## config.mk

```make
export PLATFORM = sky130hd
export DESIGN_NAME = mips_hilo_muldiv
export DESIGN_NICKNAME = d
export VERILOG_FILES = /design/src/rtl/mips_hilo_muldiv.sv
export SDC_FILE = /design/constraint.sdc
export NUM_CORES = 1
export LEC_CHECK = 0
export ABC_AREA = 0
export BUFFER_PORTS_ARGS = -buffer_cell sky130_fd_sc_hd__buf_2
export CAP_MARGIN = 20
export CORE_MARGIN = 5
export CORE_UTILIZATION = 50
export DETAILED_ROUTE_END_ITERATION = 6
export GPL_TIMING_DRIVEN = 1
export PLACE_DENSITY = 0.66
export SYNTH_ARGS = -nofsm -noshare
export SYNTH_HDL_FRONTEND = slang
export SYNTH_SLANG_ARGS = --single-unit
export TNS_END_PERCENT = 100
```

## constraint.sdc

```tcl
create_clock -name clk -period 7.5 [get_ports clk]
set_input_delay 1.5 -clock clk [delete_from_list [all_inputs] [get_ports clk]]
set_output_delay 1.5 -clock clk [all_outputs]
set_load 0.01 [all_outputs]
```

## src/rtl/mips_hilo_muldiv.sv

```systemverilog
// mips_hilo_muldiv: multi-cycle MIPS multiply/divide unit with architectural HI/LO registers
module mips_hilo_muldiv #(
  parameter int WIDTH = 32
) (
  input  logic             clk,
  input  logic             rst,
  input  logic             start,
  input  logic [2:0]       op,
  input  logic [WIDTH-1:0] a,
  input  logic [WIDTH-1:0] b,
  output logic [WIDTH-1:0] hi,
  output logic [WIDTH-1:0] lo,
  output logic             busy,
  output logic             done
);
  typedef enum logic [1:0] {IDLE, RUN, FINISH} state_t;
  state_t state, state_nx;
  logic [WIDTH-1:0] m, hw, lw, abs_a, abs_b;
  logic [4:0] cnt;
  logic is_div, dz, neg_q, neg_r, mul_op, div_op, sgn, go, b_zero;
  logic [WIDTH:0] sum, sh;
  logic [WIDTH+1:0] diff;
  logic [2*WIDTH-1:0] prod;
  assign mul_op = op == 3'd1 || op == 3'd2;
  assign div_op = op == 3'd3 || op == 3'd4;
  assign sgn = op == 3'd1 || op == 3'd3;
  assign b_zero = b == '0;
  assign go = start && state == IDLE && (mul_op || div_op);
  assign abs_a = sgn && a[WIDTH-1] ? -a : a;
  assign abs_b = sgn && b[WIDTH-1] ? -b : b;
  assign sum = {1'b0, hw} + {1'b0, m};
  assign sh = {hw, lw[WIDTH-1]};
  assign diff = {1'b0, sh} - {2'b0, m};
  assign prod = neg_q ? -{hw, lw} : {hw, lw};
  assign busy = state != IDLE;
  always_comb begin
    state_nx = state == IDLE ? (go ? (div_op && b_zero ? FINISH : RUN) : IDLE) :
               state == RUN  ? (cnt == 5'd0 ? FINISH : RUN) : IDLE;
  end
  always_ff @(posedge clk) begin
    state <= rst ? IDLE : state_nx;
  end
  always_ff @(posedge clk) begin
    if (go) begin
      m      <= abs_b;
      lw     <= abs_a;
      hw     <= div_op && b_zero ? a : '0;
      is_div <= div_op;
      dz     <= div_op && b_zero;
      neg_q  <= sgn && (a[WIDTH-1] ^ b[WIDTH-1]);
      neg_r  <= sgn && a[WIDTH-1];
      cnt    <= 5'd31;
    end else if (state == RUN) begin
      cnt <= cnt - 5'd1;
      if (is_div)
        {hw, lw} <= diff[WIDTH+1] ? {sh[WIDTH-1:0], lw[WIDTH-2:0], 1'b0} : {diff[WIDTH-1:0], lw[WIDTH-2:0], 1'b1};
      else
        {hw, lw} <= lw[0] ? {sum, lw[WIDTH-1:1]} : {1'b0, hw, lw[WIDTH-1:1]};
    end
  end
  always_ff @(posedge clk) begin
    if (rst) begin
      hi   <= '0;
      lo   <= '0;
      done <= 1'b0;
    end else begin
      done <= state == FINISH;
      if (start && state == IDLE && op == 3'd5) hi <= a;
      if (start && state == IDLE && op == 3'd6) lo <= a;
      if (state == FINISH) begin
        hi <= dz ? hw : is_div ? (neg_r ? -hw : hw) : prod[2*WIDTH-1:WIDTH];
        lo <= dz ? '1 : is_div ? (neg_q ? -lw : lw) : prod[WIDTH-1:0];
      end
    end
  end
endmodule

```

==> impl_metrics.tcl <==
set metrics [dict create \
    number_of_enable_flip_flop_cells_after_synthesis 100 \
    power_frac_clock_pct 24.2 \
    timing.setup.tns_ns 0 \
    setup.worst_path.end_class "flop" \
    place_congestion 0.941 \
    vdd_ir_drop_max_mv 0.142 \
    cp.arrival_ns 4.47 \
    insertion_delay_ns 0.45 \
    syn-instance-count 1683 \
    post_synth_fa_ha_maj_area_fraction_pct 6.36 \
    worst_setup_path_start_kind "flop" \
    clock_tree.buffer_depth 2 \
    die-height_microns 180 \
    cts_repair_resize_count 0 \
    layout-drive-gt1-share_pct 12.0 \
    global_route.overflow_total 0 \
    asyncSetResetFlopFracSynth_pct 0 \
    grt_first_pass_wirelength_mm 72.4 \
    drt_first_iter_violations 1093 \
    utilization_pct 55.5 \
    first_global_vias 12776 \
    root_buffer "sky130_fd_sc_hd__clkbuf_16" \
    classification_of_the_worst_setup_path "reg -> reg" \
    grt_antenna_before_repair 0 \
    clock-skew-final_ns 0.0153 \
    synthesis.nets 1825 \
    final_design_area_no_fill_sq_um 15800 \
    place_ws_ns 3.09 \
    drv_cap 0 \
    synth_compound_area_share_pct 24.1 \
    critPathRequiredTime_ns 7.69 \
    netSwitchingFraction_pct 41.1 \
    post_cts_hold_buffer_count 0 \
    fraction_of_the_mapped_netlist_area_in_simple_logic_gates_pct 16.2 \
    synthMuxAreaShare_pct 7.49 \
    synth_top_cells_by_count "143 x sky130_fd_sc_hd__a21oi_1, 136 x sky130_fd_sc_hd__nor2_1, 131 x sky130_fd_sc_hd__nand2_1" \
    globalRouteTotalUtil_pct 27.5 \
    initial_core_util_pct 50.4 \
    drc_errors 0 \
    post_synth_xor_area_fraction_pct 10.5 \
    areaGrowthSynthToFinish_pct 10.1 \
    unrepaired_setup_endpoints_after_global_routing "no" \
    drt-pass1-iter-count 6 \
    drt_wl_total_mm 46.1 \
    slew-limit-headroom_pct 27.9 \
    power.switching_uw 1520 \
    postSynth.topFlopCell "sky130_fd_sc_hd__edfxtp_1" \
    finalCriticalPeriod_ns 4.29 \
    synth_seq_area_share_pct 30.9 \
    seqPwrFrac_pct 35.7 \
    period_share_pct 57.2 \
    antenna_violating_nets_post_route 0 \
    final_hold_viol_count 0 \
    part_of_the_total_power_dissipated_in_combinational_logic_pct 40.1 \
    num-nets-final 1893 \
    fmax_ghz 0.233 \
    post-route-worst-setup-slack_ns 3.21 \
    cell_rows 62 \
    power.density_nw_per_um2 233 \
    slew_at_the_pin_closest_to_its_max_slew_limit_ns 1.08 \
    ys_seq_elements 172 \
    placed_cell_area_sq_um 15300 \
    cell_internal_pwr_uw 2170 \
    tritoncts_clock_tree "yes" \
    die_w_microns 180 \
    report.final.slew_viol_count 0 \
    ioPinCount 136 \
    ys.warnings.count 0 \
    outcome "completed" \
    design.die.area_sq_um 32300 \
    critical_path.max_fanout 18 \
    yosys.cell_count.top_type "sky130_fd_sc_hd__a21oi_1" \
    synth_largest_type_area_fraction_pct 20.9 \
    dpl_wire_length_mm 34.9 \
    largest_family_of_logic_cells_by_synthesized_area "compound AO/OA/AOI/OAI gates" \
    avgRoutedWirePerCell_microns 21.5 \
    finalHoldWorstSlack_ns 0.517 \
    setup_viol 0 \
    cts_inserted_buffers 17 \
    power.static_leakage_uw 0.00649 \
    via_count 13391 \
    netlist_top_cells_area "sky130_fd_sc_hd__edfxtp_1 21%, sky130_fd_sc_hd__dfxtp_1 10%, sky130_fd_sc_hd__mux2i_1 7.1%" \
    post_synthesis_mean_instance_area_sq_um 8.55 \
    htree_levels 4 \
    routed_via_density 6.23 \
    flop_to_flop_setup_slack_ns 3.21 \
    io_buffer_count 135 \
    cts_setup_buffers 0 \
    synth.cell_area_sq_um 14400 \
    clk_slew_on_worst_s_h_paths_ns 0.08 \
    netlist.top_cell.by_area "sky130_fd_sc_hd__edfxtp_1" \
    grt_max_degree 71 \
    hold_path_class "reg -> reg" \
    fp.coreArea_sq_um 28500 \
    tritoncts_sink_count 172 \
    ys_types 87 \
]
placed cells by master, fill, tap and decap left out, drive strengths merged, types with 70 or more instances in the layout:
master  Yosys  final
a21oi     143    143
buf        21    149
dfxtp      72     72
edfxtp    100    100
ha         70     70
mux2i     102    102
nand2     132    132
nor2      137    137
o21ai     109    109
xnor2      72     72
xor2      101    101
metrics by stage:
stage / instances / total power [uW]
after floorplan: 1683 / 2360
after global placement: 2116 / 2770
after detailed placement: 2116 / 2780
after CTS: 2148 / 3660
after global routing: 2148 / 3890
final: 2149 / 3690
logic make-up (layout without fill, tap and decap cells):
group                      count (synthesis)  count (layout)
and+or+nand+nor                          475             475
muxes                                    107             107
other                                      0               1
buffers and inverters                    162             243
adders and majority gates                 72              72
DFF                                      172             172
xor gates and xnor gates                 173             173
AOI/OAI and AO/OA                        522             522
state kept, by name, summed over array words and instances, names as in the netlist:
signal	flops
m	32
state	2
hi	32
lo	32
dz	1
lw	32
cnt	5
hw	32
is_div	1
neg_q	1
done	1
neg_r	1
worst paths after layout:
check	cells past startpoint	to	start
hold / removal	2	cnt[1]	cnt[1]
setup reg to reg	10	hw[10]	hw[6]
hold reg to reg	2	cnt[1]	cnt[1]
setup / recovery	10	hw[10]	hw[6]
metal layers:
layer	share of wire (%)	track usage, %
met5	0	0
met4	2.2	7.13
met2	46	45.1
met1	44	38.4
met3	7.0	3.66
layout make-up:
cell class / instances / area [sq um]
Timing Repair Buffer: 149 / 781
Tap cell: 384 / 480
Inverter: 62 / 234
Clock inverter: 15 / 148
Multi-Input combinational cell: 1349 / 9330
Fill cell: 2755 / 12700
Sequential cell: 172 / 4440
Clock buffer: 17 / 425
Antenna cell: 1 / 2.50
worst max-delay path, stage by stage, from the launching register on:
cell,delay [ns]
sky130_fd_sc_hd__edfxtp_1,0.70
sky130_fd_sc_hd__ha_1,0.40
sky130_fd_sc_hd__and3_1,0.21
sky130_fd_sc_hd__and3_1,0.18
sky130_fd_sc_hd__a21o_1,0.22
sky130_fd_sc_hd__nor4_1,0.49
sky130_fd_sc_hd__o21bai_2,0.21
sky130_fd_sc_hd__a2111o_1,0.80
sky130_fd_sc_hd__nand2_1,0.34
sky130_fd_sc_hd__o21ai_0,0.14
sky130_fd_sc_hd__a311o_1,0.33
power groups by stage:
stage / clock network, uW / registers [uW] / logic, uW
2_1_floorplan: 0 / 1250 / 1110
3_3_place_gp: 0 / 1330 / 1430
3_5_place_dp: 0 / 1330 / 1440
4_1_cts: 900 / 1310 / 1450
5_1_grt: 942 / 1330 / 1620
6_report: 895 / 1320 / 1480
Power figures use the tool's default switching activity.
